--- src/rtl/reg_read_scoreboard.sv ---
// ---------------------------------------------------------------------------
// reg_read_scoreboard
//   Register-read stage with a per-register pending scoreboard. It holds the
//   32-entry register file and accepts writebacks. It reads rs/rt operands
//   for execute and stalls issue on RAW/WAW hazards against in-flight
//   destination writes.
//
//   Configuration macro: REG_READ_BYPASS_EN
//     defined   : a same-cycle writeback releases a dependent issue, and
//                 wb_data is forwarded into rs_data/rt_data.
//     undefined : the dependent issue waits one extra cycle and reads the
//                 array. No forwarding mux is built.
//
//   Ports
//     clk, reset              : rising-edge clock, synchronous active-high reset
//     in_valid / in_ready     : decode handshake (in_ready is combinational)
//     rs, rt, dest, dest_we   : decoded sources, destination and its write flag
//     wb_en, wb_reg, wb_data  : writeback port (writes to r0 are dropped)
//     out_valid / out_ready   : execute handshake
//     rs_data, rt_data        : registered operand values
//     out_dest, out_dest_we   : registered destination and its write flag
//     stall_count             : saturating count of cycles with in_valid && !in_ready
// ---------------------------------------------------------------------------
module reg_read_scoreboard #(
  parameter int DATA_W      = 32,
  parameter int STALL_CNT_W = 16
) (
  input  logic                   clk,
  input  logic                   reset,
  input  logic                   in_valid,
  output logic                   in_ready,
  input  logic [4:0]             rs,
  input  logic [4:0]             rt,
  input  logic [4:0]             dest,
  input  logic                   dest_we,
  input  logic                   wb_en,
  input  logic [4:0]             wb_reg,
  input  logic [DATA_W-1:0]      wb_data,
  output logic                   out_valid,
  input  logic                   out_ready,
  output logic [DATA_W-1:0]      rs_data,
  output logic [DATA_W-1:0]      rt_data,
  output logic [4:0]             out_dest,
  output logic                   out_dest_we,
  output logic [STALL_CNT_W-1:0] stall_count
);

  localparam logic [STALL_CNT_W-1:0] STALL_MAX = {STALL_CNT_W{1'b1}};
  localparam logic [STALL_CNT_W-1:0] STALL_ONE = {{(STALL_CNT_W-1){1'b0}}, 1'b1};

  logic [DATA_W-1:0]      r_regs [32];
  logic [31:0]            r_pending;
  logic                   r_out_valid;
  logic [DATA_W-1:0]      r_rs_data;
  logic [DATA_W-1:0]      r_rt_data;
  logic [4:0]             r_out_dest;
  logic                   r_out_dest_we;
  logic [STALL_CNT_W-1:0] r_stall_count;

  logic [31:0]            w_clr;
  logic [31:0]            w_set;
  logic [31:0]            w_eff_pend;
  logic [31:0]            w_pending_next;
  logic                   w_hazard;
  logic                   w_ready;
  logic                   w_accept;
  logic [DATA_W-1:0]      w_rs_val;
  logic [DATA_W-1:0]      w_rt_val;

  // One-hot writeback clear vector. r0 is never tracked.
  always_comb begin
    w_clr = 32'd0;
    if (wb_en && (wb_reg != 5'd0)) begin
      w_clr[wb_reg] = 1'b1;
    end else begin
      w_clr = 32'd0;
    end
  end

`ifdef REG_READ_BYPASS_EN
  // A register being written back this cycle no longer blocks issue.
  assign w_eff_pend = r_pending & ~w_clr;
  // Write-first forwarding of the in-flight writeback value.
  assign w_rs_val   = w_clr[rs] ? wb_data : r_regs[rs];
  assign w_rt_val   = w_clr[rt] ? wb_data : r_regs[rt];
`else
  assign w_eff_pend = r_pending;
  assign w_rs_val   = r_regs[rs];
  assign w_rt_val   = r_regs[rt];
`endif

  assign w_hazard = w_eff_pend[rs] | w_eff_pend[rt] | (dest_we & w_eff_pend[dest]);
  assign w_ready  = (!r_out_valid || out_ready) && !w_hazard;
  assign w_accept = in_valid && w_ready;

  // Scoreboard update: when a register is set and cleared in the same
  // cycle, the set wins, so a re-issued writer keeps its register pending.
  always_comb begin
    w_set = 32'd0;
    if (w_accept && dest_we && (dest != 5'd0)) begin
      w_set[dest] = 1'b1;
    end else begin
      w_set = 32'd0;
    end
    w_pending_next = (r_pending & ~w_clr) | w_set;
  end

  // Register file storage. r0 is never written, so it always reads zero.
  always_ff @(posedge clk) begin
    if (reset) begin
      for (int i = 0; i < 32; i++) begin
        r_regs[i] <= '0;
      end
    end else if (wb_en && (wb_reg != 5'd0)) begin
      r_regs[wb_reg] <= wb_data;
    end
  end

  // Pending-bit register.
  always_ff @(posedge clk) begin
    if (reset) begin
      r_pending <= 32'd0;
    end else begin
      r_pending <= w_pending_next;
    end
  end

  // Output bundle. On accept it loads the bundle. Without an accept it holds
  // while execute is stalled, and drops out_valid when execute takes it.
  always_ff @(posedge clk) begin
    if (reset) begin
      r_out_valid   <= 1'b0;
      r_rs_data     <= '0;
      r_rt_data     <= '0;
      r_out_dest    <= 5'd0;
      r_out_dest_we <= 1'b0;
    end else if (w_accept) begin
      r_out_valid   <= 1'b1;
      r_rs_data     <= w_rs_val;
      r_rt_data     <= w_rt_val;
      r_out_dest    <= dest;
      r_out_dest_we <= dest_we;
    end else if (out_ready) begin
      r_out_valid   <= 1'b0;
    end
  end

  // Saturating stall counter.
  always_ff @(posedge clk) begin
    if (reset) begin
      r_stall_count <= '0;
    end else if (in_valid && !w_ready && (r_stall_count != STALL_MAX)) begin
      r_stall_count <= r_stall_count + STALL_ONE;
    end
  end

  assign in_ready    = w_ready;
  assign out_valid   = r_out_valid;
  assign rs_data     = r_rs_data;
  assign rt_data     = r_rt_data;
  assign out_dest    = r_out_dest;
  assign out_dest_we = r_out_dest_we;
  assign stall_count = r_stall_count;

endmodule

--- config.mk ---
export PLATFORM = sky130hd
export DESIGN_NAME = reg_read_scoreboard
export DESIGN_NICKNAME = d
export VERILOG_FILES = /design/src/rtl/reg_read_scoreboard.sv
export SDC_FILE = /design/constraint.sdc
export NUM_CORES = 2
export LEC_CHECK = 0
export ABC_AREA = 1
export ABC_CLOCK_PERIOD_IN_PS = 4100
export CELL_PAD_IN_SITES_DETAIL_PLACEMENT = 1
export CELL_PAD_IN_SITES_GLOBAL_PLACEMENT = 1
export CORE_ASPECT_RATIO = 0.75
export CORE_UTILIZATION = 30
export DETAILED_ROUTE_END_ITERATION = 10
export PLACE_DENSITY = 0.63
export SLEW_MARGIN = 20
export SYNTH_ARGS = -nofsm -noshare
export SYNTH_HDL_FRONTEND = slang
export SYNTH_SLANG_ARGS = --single-unit
--- constraint.sdc ---
create_clock -name clk -period 4.1 [get_ports clk]
set_input_delay 0.82 -clock clk [delete_from_list [all_inputs] [get_ports clk]]
set_output_delay 0.82 -clock clk [all_outputs]
set_load 0.03 [all_outputs]
==> flow_metrics.tcl <==
set metrics [dict create \
    status "complete, no violations" \
    crit_path_start "dest[0]" \
    period_share 0.913 \
    slew_violations 0 \
    required_ps 3280 \
    drc_errors 0 \
    syn_avg_cell_area_sq_um 8.47 \
    core_sq_mm 0.202 \
    finClkSkew_ps 56.1 \
    die_h_um 393 \
    clk_latency_ps 800 \
    tns_ps 0 \
    ir_drop_uv 373 \
    cts_max_level 3 \
    clockRootBuffer "clkbuf_16" \
    p_int_mw 20.8 \
    clockBufferDepth 3 \
    post-dp-hpwl_mm 163 \
    detail_route.wl_per_cell_um 27.8 \
    finalSetupViolCount 0 \
    yosysSeqAreaShare 0.542 \
    vias 56300 \
    ant_nets 0 \
    fmax_mhz 267 \
    cts_sinks 1143 \
    layout_setup_ws_ps 358 \
    wirelength_mm 274 \
    row_count 143 \
    grt.busiest_layer "met2" \
    dr.pass1.iters 5 \
    met1_usage 0.382 \
    leakagePower_nw 26.2 \
    cap_violations 0 \
    p_per_area_mw_per_mm2 417 \
    timing.slew.headroom 0.248 \
    yosysWarningCount 0 \
    port_buffers 145 \
    synth-seq-cells 1143 \
    rsz0062_at_grt "no" \
    cts_tree "done" \
    p_sw_mw 8.39 \
    syn_area_sq_mm 0.0611 \
    worstMarginPinSlew_ps 1130 \
    drive_gt1_frac 0.0763 \
    min_period_ps 3740 \
    netlist_instances 7215 \
    final_net_count 7109 \
    place_ws_ps 311 \
    cp_max_fo 25 \
    switching_share 0.288 \
    hold_buffers 0 \
    pwr-share-seq 0.465 \
    syn2layout_area_growth_pct 14.5 \
    initial_utilization 0.302 \
    min-delay-start "reset" \
    post_cts_buffers 0 \
    end_kind "primary output" \
    viasPerCell 5.72 \
    design.die.area_sq_mm 0.205 \
    gr-usage-all-layers 0.261 \
    die_w_um 523 \
    drt-initial-drc-count 6915 \
    numCtsBuffers 120 \
    grt-ovfl-total 0 \
    hold_class "in -> reg" \
    boundaryPins 146 \
    grt_max_degree 169 \
    timing.hold.ws_ps 367 \
    grt_pass1_vias 54800 \
    clockPowerShare 0.396 \
    r2r-start "r_pending[24]$_SDFF_PP0_" \
    grtUsageMet3 0.0507 \
    synth_cell_types 34 \
    antenna_found_initial 8 \
    hold_viol_final 0 \
    path_clk_slew_ps 60 \
    grt_pass1_wl_mm 391 \
    place_congestion 0.866 \
    combPwrFrac 0.139 \
    startpoint_type "input port" \
    use_met2 0.385 \
    post_cts_resized 0 \
    cp.arrival_ps 2920 \
    crit_type "in -> out" \
]
[critical path: stages]
cell and delay (ps):
clkdlybuf4s50_1 460, buf_4 280, inv_2 190, nand2_1 100, nand2_1 50, nand2_1 60, nand2_1 80, nand2_1 60
nand2_1 50, nor2_1 120, nand2_1 70, nand2_1 60, nand2_1 60, inv_2 110, nand2_4 100, inv_1 70
buf_4 150
[final cells by class]
class                           instances  area [sq um]
Clock inverter                         61           596
Antenna cell                            1          2.50
Fill cell                           23500        132000
Timing Repair Buffer                  373          4060
Clock buffer                          166          3460
Sequential cell                      1143         33100
Tap cell                             2682          3360
Multi-Input combinational cell       4789         23000
Inverter                              623          2360
[flip-flops by register name, indices dropped and copies added (netlist names)]
register     count
out_dest         5
rs_data         32
r_pending       32
out_dest_we      1
out_valid        1
stall_count     16
r_regs        1024
rt_data         32
[worst paths after layout]
kind	to	cells after the start	slack (ps)
setup reg to reg	rs_data[15]$_SDFFE_PP0P_	14	1680
hold reg to reg	out_dest_we$_SDFFE_PP0P_	2	460
hold / removal	rt_data[26]$_SDFFE_PP0P_	2	370
setup / recovery	in_ready	17	360
[synth_stat cells, drive strengths merged]
library cell,n,area [sq um]
conb,1,3.75
o211ai,367,2760
nand3,881,4410
clkinv,2,7.51
clkbuf,418,1570
nand2,757,2850
xor2,6,52.6
a21oi,881,4410
xnor2,8,70.1
inv,621,2330
dfxtp,119,2380
ha,1,12.5
nor2,1064,4010
edfxtp,1024,30700
o21ai,672,3360
buf,273,1360
or2,64,400
nor4b,1,8.76
a31oi,1,6.26
o22ai,1,6.26
nand4,35,219
nor4,1,6.26
nor3,15,75.1
nand3b,2,15.0
[routing by layer]
metal  routed length, um  share of wire
met3               26500          0.097
met4                8140          0.030
met1              123000           0.45
met5                  53        0.00019
met2              115000           0.42
[metrics by stage]
stage / std cells / area, sq um / power (mW) / utilization
after detailed placement: 9610 / 65900 / 17.8 / 0.326
after global placement: 9610 / 65900 / 17.7 / 0.326
final: 9838 / 69900 / 29.2 / 0.346
after floorplan: 7246 / 61200 / 16.0 / -
after CTS: 9837 / 69900 / 29.3 / 0.346
after global routing: 9837 / 69900 / 30.1 / 0.346
[power by group through the flow]
stage	combinational, mW	clock, mW	sequential, mW
global placement	3.88	0	13.8
floorplan	2.20	0	13.8
global route	4.31	12.1	13.6
CTS	3.98	11.7	13.6
detailed placement	3.96	0	13.8
finish	4.05	11.6	13.6
[cell usage in the layout, fill, tap and decap left out, types with 6 or more instances in the layout]
master	instances
inv_4	8
edfxtp_1	1024
o211ai_1	367
o21ai_0	672
clkbuf_16	128
nand2_1	706
dfxtp_1	119
bufinv_16	8
xor2_1	6
clkinv_2	17
nor3_1	15
nor2_1	1062
buf_4	160
nand2_2	50
clkinv_1	26
nand4_1	35
or2_0	15
inv_2	6
or2_2	49
xnor2_1	8
clkbuf_1	26
clkdlybuf4s50_1	133
nand3_1	872
clkbuf_8	11
a21oi_1	881
clkinvlp_4	6
inv_1	603
buf_12	71
conb_1	32
nand3_2	8
[kinds of logic after synthesis]
logic type               after synthesis  synth area share
AND/OR/NAND/NOR                     2820             0.196
AO/OA/AOI/OAI                       1922             0.173
buffers and inverters               1314            0.0862
flip-flops                          1143             0.542
XOR/XNOR                              14           0.00201
adder cells (fa/ha/maj)                1          0.000205
other                                  1         0.0000614
Note: power is estimated with default switching activity, not from simulation.
